$ cat src/rtl/alu_pkg.sv
// Shared types for pipelined_alu: opcode and FSM state encodings, shift-amount sizing.
package alu_pkg;

    localparam int unsigned OP_W          = 4;
    localparam int unsigned DEFAULT_WIDTH = 32;

    typedef enum logic [OP_W-1:0] {
        OP_ADD  = 4'h0,
        OP_SUB  = 4'h1,
        OP_AND  = 4'h2,
        OP_OR   = 4'h3,
        OP_XOR  = 4'h4,
        OP_SLT  = 4'h5,
        OP_SLTU = 4'h6,
        OP_SLL  = 4'h7,
        OP_SRL  = 4'h8,
        OP_SRA  = 4'h9,
        OP_MUL  = 4'hA
    } alu_op_e;

    typedef enum logic [1:0] {
        ST_IDLE = 2'd0,
        ST_MUL  = 2'd1,
        ST_HOLD = 2'd2
    } alu_state_e;

    // Bits of src_b used as shift amount (also sizes the multiplier step counter).
    function automatic int unsigned shamt_width(input int unsigned width);
        return $clog2(width);
    endfunction

endpackage

$ cat src/rtl/alu_mul_iter.sv
// Iterative shift-add multiplier: one partial-product step per cycle, WIDTH steps.
// done_c/product_c flag and carry the final product during the last step; product holds it afterwards.
module alu_mul_iter
    import alu_pkg::*;
#(
    parameter int unsigned WIDTH = DEFAULT_WIDTH
) (
    input  logic             clk_i,
    input  logic             rst_i,
    input  logic             start,
    input  logic [WIDTH-1:0] src_a,
    input  logic [WIDTH-1:0] src_b,
    output logic             done_c,
    output logic [WIDTH-1:0] product_c,
    output logic [WIDTH-1:0] product
);

    localparam int unsigned CNT_W = shamt_width(WIDTH);

    logic             busy;
    logic [CNT_W-1:0] count;
    logic [WIDTH-1:0] mcand;
    logic [WIDTH-1:0] mplier;
    logic [WIDTH-1:0] acc;

    assign product_c = acc + (mplier[0] ? mcand : '0);
    assign done_c    = busy && (count == CNT_W'(WIDTH - 1));
    assign product   = acc;

    always_ff @(posedge clk_i or posedge rst_i) begin
        if (rst_i) begin
            busy   <= 1'b0;
            count  <= '0;
            mcand  <= '0;
            mplier <= '0;
            acc    <= '0;
        end else if (start) begin
            busy   <= 1'b1;
            count  <= '0;
            mcand  <= src_a;
            mplier <= src_b;
            acc    <= '0;
        end else if (busy) begin
            acc    <= product_c;
            mcand  <= mcand << 1;
            mplier <= mplier >> 1;
            count  <= count + CNT_W'(1);
            if (done_c) begin
                busy <= 1'b0;
            end
        end
    end

endmodule

$ cat src/rtl/pipelined_alu.sv
// Handshaked ALU with registered result; single-cycle ops plus optional iterative MUL.
// Define PIPELINED_ALU_MUL_EN to compile in the multiplier and its MUL/HOLD states.
module pipelined_alu
    import alu_pkg::*;
#(
    parameter int unsigned WIDTH = DEFAULT_WIDTH,
    parameter int unsigned TAG_W = 4
) (
    input  logic             clk_i,
    input  logic             rst_i,
    input  logic             in_valid_i,
    output logic             in_ready_o,
    input  logic [OP_W-1:0]  op_i,
    input  logic [WIDTH-1:0] src_a_i,
    input  logic [WIDTH-1:0] src_b_i,
    input  logic [TAG_W-1:0] tag_i,
    output logic             out_valid_o,
    input  logic             out_ready_i,
    output logic [WIDTH-1:0] result_o,
    output logic [TAG_W-1:0] tag_o,
    output logic             zero_o,
    output logic             illegal_o
);

    localparam int unsigned SHAMT_W = shamt_width(WIDTH);
`ifdef PIPELINED_ALU_MUL_EN
    localparam bit MUL_EN = 1'b1;
`else
    localparam bit MUL_EN = 1'b0;
`endif

    logic             free_c;
    logic             load_c;
    logic             load_mul_c;
    logic             alu_illegal_c;
    logic [WIDTH-1:0] alu_result_c;
    logic [WIDTH-1:0] mul_result_c;
    logic [TAG_W-1:0] mul_tag_c;
    logic [WIDTH-1:0] load_result_c;

    // Single-cycle datapath; undefined opcodes produce 0.
    function automatic logic [WIDTH-1:0] alu_exec(
        input logic [OP_W-1:0]  op,
        input logic [WIDTH-1:0] a,
        input logic [WIDTH-1:0] b
    );
        logic [SHAMT_W-1:0] sh;
        sh = b[SHAMT_W-1:0];
        case (op)
            OP_ADD:  return a + b;
            OP_SUB:  return a - b;
            OP_AND:  return a & b;
            OP_OR:   return a | b;
            OP_XOR:  return a ^ b;
            OP_SLT:  return WIDTH'($signed(a) < $signed(b));
            OP_SLTU: return WIDTH'(a < b);
            OP_SLL:  return a << sh;
            OP_SRL:  return a >> sh;
            OP_SRA:  return WIDTH'($signed(a) >>> sh);
            default: return '0;
        endcase
    endfunction

    assign free_c        = !out_valid_o || out_ready_i;
    assign alu_result_c  = alu_exec(op_i, src_a_i, src_b_i);
    assign alu_illegal_c = (op_i > OP_SRA) && !(MUL_EN && (op_i == OP_MUL));
    assign load_result_c = load_mul_c ? mul_result_c : alu_result_c;

`ifdef PIPELINED_ALU_MUL_EN
    alu_state_e       state_q;
    alu_state_e       state_d;
    logic             mul_start_c;
    logic             mul_done_c;
    logic [WIDTH-1:0] mul_product_c;
    logic [WIDTH-1:0] mul_product;
    logic [TAG_W-1:0] mul_tag_q;

    alu_mul_iter #(
        .WIDTH (WIDTH)
    ) u_mul (
        .clk_i     (clk_i),
        .rst_i     (rst_i),
        .start     (mul_start_c),
        .src_a     (src_a_i),
        .src_b     (src_b_i),
        .done_c    (mul_done_c),
        .product_c (mul_product_c),
        .product   (mul_product)
    );

    always_ff @(posedge clk_i or posedge rst_i) begin
        if (rst_i) begin
            state_q <= ST_IDLE;
        end else begin
            state_q <= state_d;
        end
    end

    always_ff @(posedge clk_i or posedge rst_i) begin
        if (rst_i) begin
            mul_tag_q <= '0;
        end else if (mul_start_c) begin
            mul_tag_q <= tag_i;
        end
    end

    // HOLD takes the product parked in the multiplier accumulator.
    assign mul_result_c = (state_q == ST_HOLD) ? mul_product : mul_product_c;
    assign mul_tag_c    = mul_tag_q;

    always_comb begin
        state_d     = state_q;
        in_ready_o  = 1'b0;
        load_c      = 1'b0;
        load_mul_c  = 1'b0;
        mul_start_c = 1'b0;
        case (state_q)
            ST_IDLE: begin
                in_ready_o = free_c;
                if (in_valid_i && free_c) begin
                    if (op_i == OP_MUL) begin
                        mul_start_c = 1'b1;
                        state_d     = ST_MUL;
                    end else begin
                        load_c = 1'b1;
                    end
                end
            end
            ST_MUL: begin
                if (mul_done_c) begin
                    if (free_c) begin
                        load_c     = 1'b1;
                        load_mul_c = 1'b1;
                        state_d    = ST_IDLE;
                    end else begin
                        state_d = ST_HOLD;
                    end
                end
            end
            ST_HOLD: begin
                if (free_c) begin
                    load_c     = 1'b1;
                    load_mul_c = 1'b1;
                    state_d    = ST_IDLE;
                end
            end
            default: state_d = ST_IDLE;
        endcase
    end
`else
    assign mul_result_c = '0;
    assign mul_tag_c    = '0;

    always_comb begin
        in_ready_o = free_c;
        load_c     = in_valid_i && free_c;
        load_mul_c = 1'b0;
    end
`endif

    // Output register: loads on completion, clears on a pop with nothing new.
    always_ff @(posedge clk_i or posedge rst_i) begin
        if (rst_i) begin
            out_valid_o <= 1'b0;
            result_o    <= '0;
            tag_o       <= '0;
            zero_o      <= 1'b0;
            illegal_o   <= 1'b0;
        end else if (load_c) begin
            out_valid_o <= 1'b1;
            result_o    <= load_result_c;
            tag_o       <= load_mul_c ? mul_tag_c : tag_i;
            zero_o      <= (load_result_c == '0);
            illegal_o   <= load_mul_c ? 1'b0 : alu_illegal_c;
        end else if (out_ready_i) begin
            out_valid_o <= 1'b0;
        end
    end

endmodule

$ cat config.mk
export PLATFORM = sky130hd
export DESIGN_NAME = pipelined_alu
export DESIGN_NICKNAME = d
export VERILOG_FILES = /design/src/rtl/alu_pkg.sv /design/src/rtl/alu_mul_iter.sv /design/src/rtl/pipelined_alu.sv
export SDC_FILE = /design/constraint.sdc
export NUM_CORES = 1
export LEC_CHECK = 0
export ABC_AREA = 1
export BUFFER_PORTS_ARGS = -buffer_cell sky130_fd_sc_hd__buf_2
export CELL_PAD_IN_SITES_DETAIL_PLACEMENT = 1
export CELL_PAD_IN_SITES_GLOBAL_PLACEMENT = 1
export CORE_MARGIN = 3
export CORE_UTILIZATION = 42
export CTS_BUF_LIST = sky130_fd_sc_hd__clkbuf_4 sky130_fd_sc_hd__clkbuf_8 sky130_fd_sc_hd__clkbuf_16
export DETAILED_ROUTE_END_ITERATION = 8
export PLACE_DENSITY = 0.89
export RECOVER_POWER = 50
export SYNTH_ARGS = -nofsm -noshare
export SYNTH_HDL_FRONTEND = slang
export SYNTH_HIERARCHICAL = 1
export SYNTH_SLANG_ARGS = --single-unit
$ cat constraint.sdc
create_clock -name clk_i -period 1.74 [get_ports clk_i]
set_input_delay 0.261 -clock clk_i [delete_from_list [all_inputs] [get_ports clk_i]]
set_output_delay 0.261 -clock clk_i [all_outputs]
set_load 0.01 [all_outputs]
==> results.toml, run 1 <==
[outcome]
status = "aborted with a tool error"
lastStage = "clock tree synthesis (4_1_cts)"
stop_error = "[ERROR DPL-0033] detailed placement checks failed during check placement."

[synth]
ys_types = 45
synth_most_common_cell = "nand2_1"
synth-edff-count = 0
synthDominantCellAreaShare_pct = 25.7
synth_area_leader_cell = "nand2_1"
synth_seq_cells = 39
ys_seq_area_share_pct = 7.99
yosys-top-cells-area = "nand2_1, nand3_1, ha_1, inv_1, dfrtp_1"
syn_area_per_cell_um2 = 5.19
synthTopCellsByCount = "nand2_1, nand3_1, inv_1"
synth-async-reset-ratio_pct = 100
synth_cells = 2355
ys.flop_type = "dfrtp_1"
syn_nets = 2530
syn-cell-area_um2 = 12200
yosysWarnings = 6

[clock_tree]
post_cts_resized = 795
cts_buffers = 5
cts-root-buf = "clkbuf_16"
post_cts_buffers = 73
ctsHoldBuffers = 0
cts_max_level = 2
cts_max_path_buffers = 2
cts_sinks = 39

[floorplanning]
rows = 61
die_h_um = 177
dieWidth_um = 177
initial_core_util_pct = 43.3
ios = 116

[placement]
dp_hpwl_mm = 67.7
io_buffers = 115
place.gp.congestion = 1.17
[through the flow]
| stage | instances | TNS (ps) | cell area, um2 | worst slack (ps) | util [%] |
|---|---|---|---|---|---|
| global placement | 3199 | -24570 | 16400 | -1200 | 58.0 |
| floorplan | 2355 | -7350 | 12400 | -537 | - |
| detailed placement | 3199 | -33020 | 16400 | -1450 | 58.0 |
[logic make-up after synthesis]
| logic type | Yosys count | share of synthesized area (%) |
|---|---|---|
| AND/OR/NAND/NOR | 1574 | 57.0 |
| buffers and inverters | 436 | 15.3 |
| AO/OA/AOI/OAI | 207 | 9.48 |
| adder cells (fa/ha/maj) | 99 | 10.3 |
| flip-flops | 39 | 7.99 |
==> inputs of run 2 (changes only) <==
Settings changed: CELL_PAD_IN_SITES_DETAIL_PLACEMENT 1 to not set, CELL_PAD_IN_SITES_GLOBAL_PLACEMENT 1 to not set, CORE_UTILIZATION 42 to 35, CTS_BUF_LIST sky130_fd_sc_hd__clkbuf_4 sky130_fd_sc_hd__clkbuf_8 sky130_fd_sc_hd__clkbuf_16 to not set, PLACE_DENSITY 0.89 to not set, PLACE_DENSITY_LB_ADDON set to 0.15.
==> run 2 against run 1 <==
Compared with the run above: the flow now finishes, with violations (setup timing); area after synthesis is the same; synthesized cell count did not move.
==> results.toml, run 2 <==
[cells_and_area]
drive_gt1_share_pct = 49.6
top_regs = "result_o x32, tag_o x4"
antennaDiodeCount = 0
multiInputGateArea_um2 = 12300
fillers = 3320
utilization_pct = 63.2
fin_nets = 3192
layout_commonest_cell = "nand2_1"
largest_reg_flops = 32
largest-register = "result_o"
fin_area_um2 = 21500
finalNonFillerCells = 3466
area_delta_synth_final_pct = 75.6
final_cell_mix = "nand2_1, buf_4, nand3_1"
register_area_um2 = 976

[floorplanning]
rows = 67
ios = 116
dieWidth_um = 193
die_area_um2 = 37200
die_h_um = 193
initial_core_util_pct = 36.0
core_area_um2 = 34000

[pwr]
ir_worst_vdd_v = 0.000458
power_mw = 9.17
cellPowerDensity_nw_per_um2 = 427
total_leakage_power_nw = 11.5

[global_route]
overflow = 0
grt_pass1_vias = 17700
grtUsageTotal_pct = 37.7
antenna_found_initial = 0
grt_max_degree = 50
grt_first_pass_wirelength_mm = 105

[synth]
syn-cell-area_um2 = 12200
ys.flop_type = "dfrtp_1"
synthDominantCellAreaShare_pct = 25.7
syn_area_per_cell_um2 = 5.19
synth_seq_cells = 39
yosys-top-cells-area = "nand2_1, nand3_1, ha_1, inv_1, dfrtp_1"
synth-edff-count = 0
synth_most_common_cell = "nand2_1"
syn_nets = 2530
yosysWarnings = 6
ys_types = 45
synth-async-reset-ratio_pct = 100
synth_cells = 2355
synth_area_leader_cell = "nand2_1"
synthTopCellsByCount = "nand2_1, nand3_1, inv_1"
ys_seq_area_share_pct = 7.99

[worst_setup_path]
critical_path_required_ps = 1970
cp_data_arrival_time_ps = 2560
startpoint_type = "input pin"
setup.worst_path.end_class = "flip-flop"
critPathMaxFanout = 4
worstSetupPathType = "in -> reg"

[sta]
finalSetupTns_ps = -8960
fin_crit_ps = 2330
tightestPinTransition_ps = 1040
finalCritPeriodShare_pct = 134
max_freq_mhz = 429
drv_slew = 0
fin_ws_ps = -592
hold_viol = 0
slew-limit-headroom_pct = 30.8
rsz0062_at_grt = "yes"
setup_violations = 33
finalClockSkew_ps = 5.07

[job]
maxCapViolCount = 0

[placement]
place.gp.congestion = 1.02
io_buffers = 115
placed_area_um2 = 17300
dp_hpwl_mm = 59.3
dp_cells = 3387

[clock_tree]
cts_tree = "built"
cts-root-buf = "clkbuf_16"
cts_buffers = 5
clk_pin_slew_ps = 60
ctsHoldBuffers = 0
cts_max_path_buffers = 2
cts_max_level = 2
clock_latency_ps = 290
cts_sinks = 39

[route]
ant_nets = 0
drtIter0Drc = 1769
routed_wl_mm = 72.6
viasPerCell = 5.32
firstDrtPassIters = 6
vias = 18400
routedWlPerCell_um = 21.0
drc = 0

[outcome]
status = "finished, violations left"
violations = "setup timing"

[worst_hold_path]
hold_class = "in -> reg"
==> run 2: cell counts after synthesis <==
Identical to the previous run, type by type.
==> run 2: layer usage <==
metal,vias up,part of all wire (%),track usage (%)
li1,8826,-,-
met2,729,46,63.5
met1,8725,43,50.4
met5,-,0,0
met3,146,6.5,3.83
met4,0,4.1,12.1
==> run 2: cell families (layout without fill, tap and decap cells) <==
logic type | after synthesis | in the layout | share of synthesized area [%]
flip-flops | 39 | 39 | 7.99
adder cells (fa/ha/maj) | 99 | 99 | 10.3
AND/OR/NAND/NOR | 1574 | 1574 | 57.0
AO/OA/AOI/OAI | 207 | 207 | 9.48
buffers and inverters | 436 | 1099 | 15.3
==> run 2: layout make-up <==
class	instances	share of cell area (%)
multi-input cells	1880	57.1
repair buffers	757	28.6
clock buffers	5	0.583
inverters	334	6.37
well taps	448	2.61
flip-flops and latches	39	4.55
clock inverters	3	0.204
==> run 2: worst paths after layout <==
check,start,end,slack [ps],cells after the start
setup / recovery,src_a_i[11],zero_o,-590,19
hold / removal,tag_i[0],tag_o[0],170,3
setup reg to reg,out_valid_o,result_o[2],460,4
hold reg to reg,result_o[11],result_o[11],480,2
max in group asynchronous,rst_i,tag_o[1],800,3
min in group asynchronous,rst_i,result_o[3],280,3
==> run 2: critical path, cell delays in order <==
cell,delay [ps]
buf_8,100
buf_4,200
ha_1,240
inv_1,100
o21bai_2,170
nand2_1,90
nand2_1,130
nand2_1,60
nand2_1,90
inv_1,60
a21oi_1,170
nor2_2,90
nor2_2,160
nand3_1,140
nor2_2,150
nand2_1,70
nor2_1,110
nand3_1,80
nand2_1,70
==> run 2: per-stage QoR <==
step                      setup WS (ps)  hold slack [ps]
after floorplan                    -537              371
after global placement            -1350              408
after detailed placement          -1380              426
after CTS                          -496              108
after global routing               -738              171
final                              -592              166
==> run 2: timing repair <==
| item | CTS | global route |
|---|---|---|
| pin swaps | 183 | 156 |
| gates cloned | 3 | 0 |
| resized for setup | 663 | 334 |
| endpoints found under the setup margin | 33 | 33 |
| setup buffers | 51 | 32 |
==> run 2: power by group <==
group | switching (mW) | internal [mW] | total, mW
clock | 0.403 | 0.677 | 1.08
sequential | 0.0792 | 1.05 | 1.12
combinational | 3.97 | 2.99 | 6.97
total | 4.46 | 4.71 | 9.17
No activity file was read; power rests on OpenSTA's default activity.
==> inputs of run 3 (changes only) <==
Settings changed: CORE_ASPECT_RATIO set to 1.5, CORE_MARGIN 3 to not set.
==> run 3 against run 2 <==
Compared with the run above: the run still ends with setup timing left; sequential share of layout area rose by 0.13 points; non-clock buffer count fell by 15; largest cell class unchanged; final cell count fell by 1.1%; clock skew rose by 2.0 ps; highest routed layer unchanged.
==> results.toml, run 3 (same netlist as run 2, synthesis figures left out) <==
[route]
routedWlPerCell_um = 21.3
drc = 0
firstDrtPassIters = 5
viasPerCell = 5.36
vias = 18400
drtIter0Drc = 1462
routed_wl_mm = 73.1
ant_nets = 0

[clock_tree]
ctsHoldBuffers = 0
cts_tree = "built"
cts_max_path_buffers = 2
cts_buffers = 5
cts-root-buf = "clkbuf_16"
clock_latency_ps = 290
cts_max_level = 2
cts_sinks = 39
clk_pin_slew_ps = 70

[global_route]
grt_pass1_vias = 18100
grt_max_degree = 69
overflow = 0
grtUsageTotal_pct = 39.9
antenna_found_initial = 0
grt_first_pass_wirelength_mm = 105

[cells_and_area]
finalNonFillerCells = 3428
layout_commonest_cell = "nand2_1"
fin_nets = 3177
drive_gt1_share_pct = 45.8
final_cell_mix = "nand2_1, buf_4, nand3_1"
top_regs = "result_o x32, tag_o x4"
area_delta_synth_final_pct = 70.6
antennaDiodeCount = 0
largest-register = "result_o"
largest_reg_flops = 32
register_area_um2 = 976
multiInputGateArea_um2 = 11700
fillers = 3487

[sta]
max_freq_mhz = 430
timing.hold.ws_ps = 168
fin_ws_ps = -587
drv_slew = 0
slew-limit-headroom_pct = 29.2
finalCritPeriodShare_pct = 134
fin_crit_ps = 2330
rsz0062_at_grt = "yes"
tightestPinTransition_ps = 1060
setup_violations = 33
finalClockSkew_ps = 7.06
hold_viol = 0

[floorplanning]
ios = 116
die_h_um = 231
initial_core_util_pct = 35.7
dieWidth_um = 155
rows = 83
core_area_um2 = 34300
die_area_um2 = 35700

[placement]
io_buffers = 115
dp_cells = 3341
post-place-ws_ps = -1810
dp_hpwl_mm = 59.5
place.gp.congestion = 1.08

[worst_setup_path]
startpoint_type = "input pin"
critPathMaxFanout = 7
cp_data_arrival_time_ps = 2550
worstSetupPathType = "in -> reg"
setup.worst_path.end_class = "flip-flop"
critical_path_required_ps = 1960

[outcome]
status = "finished, violations left"
violations = "setup timing"

[pwr]
cellPowerDensity_nw_per_um2 = 431
total_leakage_power_nw = 11.4
ir_worst_vdd_v = 0.000410

[worst_hold_path]
hold_class = "in -> reg"

[job]
maxCapViolCount = 0
-- run 3: cell types whose count changed in the layout (fill, tap and decap cells not counted), moves of 14 or more --
cell | before | now
nand2_1 | 612 | 652
buf_4 | 569 | 554
inv_1 | 226 | 242
nor2_1 | 95 | 109
ha_2 | 24 | 10
nand2_2 | 183 | 157
ha_1 | 40 | 54
-- run 3: stage by stage --
step           util, %  power [mW]  setup TNS [ps]  area, um2
2_1_floorplan        -        3.72           -7350      12400
4_1_cts           57.9        8.47           -9860      19800
3_5_place_dp      50.3        6.46          -30360      17200
3_3_place_gp      50.3        6.44          -29740      17200
6_report          60.8        8.99          -10500      20800
5_1_grt           60.8        9.45          -13500      20800
-- run 3: metal layers --
layer / part of all wire (%) / wire, um / global-route usage (%) / vias to the layer above
met4: 8.9 / 6480 / 28.8 / 0
met3: 4.8 / 3480 / 2.74 / 275
met5: 0 / 0 / 0 / -
met1: 38 / 27500 / 44.6 / 8610
li1: - / - / - / 8770
met2: 49 / 35600 / 71.1 / 734
-- run 3: repair_timing --
item | CTS | global route
hold endpoints to repair | 0 | 0
setup buffers | 59 | 21
cloned | 3 | 1
pin swaps | 148 | 126
setup endpoints to repair | 33 | 33
resized for setup | 555 | 250
-- run 3: final cells by class --
class	instances	area share (%)
Timing Repair Buffer	742	29.3
Multi-Input combinational cell	1880	56.4
Clock buffer	5	0.600
Tap cell	425	2.55
Inverter	334	6.33
Sequential cell	39	4.68
Clock inverter	3	0.210
-- run 3: path summary, 6_finish.rpt --
kind	startpoint	endpoint	slack (ps)	depth (start not counted)
min in group asynchronous	rst_i	result_o[31]	300	3
min	tag_i[1]	tag_o[1]	170	3
max in group asynchronous	rst_i	result_o[3]	780	3
max reg2reg	out_valid_o	result_o[0]	490	5
min reg2reg	tag_o[1]	tag_o[1]	480	2
max	src_a_i[11]	result_o[31]	-590	19
-- run 3: worst max-delay path, stage by stage --
cell	delay [ps]
buf_2	100
inv_2	70
ha_4	330
nand2_1	100
inv_1	100
nand2_2	110
nor3_4	260
nand2_1	100
nand2_2	130
nand2_2	80
nand3_1	70
nand3_1	70
nand2_1	110
nor2_2	60
buf_4	130
buf_4	120
buf_4	120
buf_4	130
o21ai_1	100
-- run 3: power by group --
group / internal, mW / switching [mW] / total, mW / leakage [nW]
Sequential: 1.05 / 0.0930 / 1.14 / 0.503
Combinational: 2.92 / 3.85 / 6.77 / 10.8
Clock: 0.677 / 0.407 / 1.08 / 0.0838
Total: 4.64 / 4.35 / 8.99 / 11.4
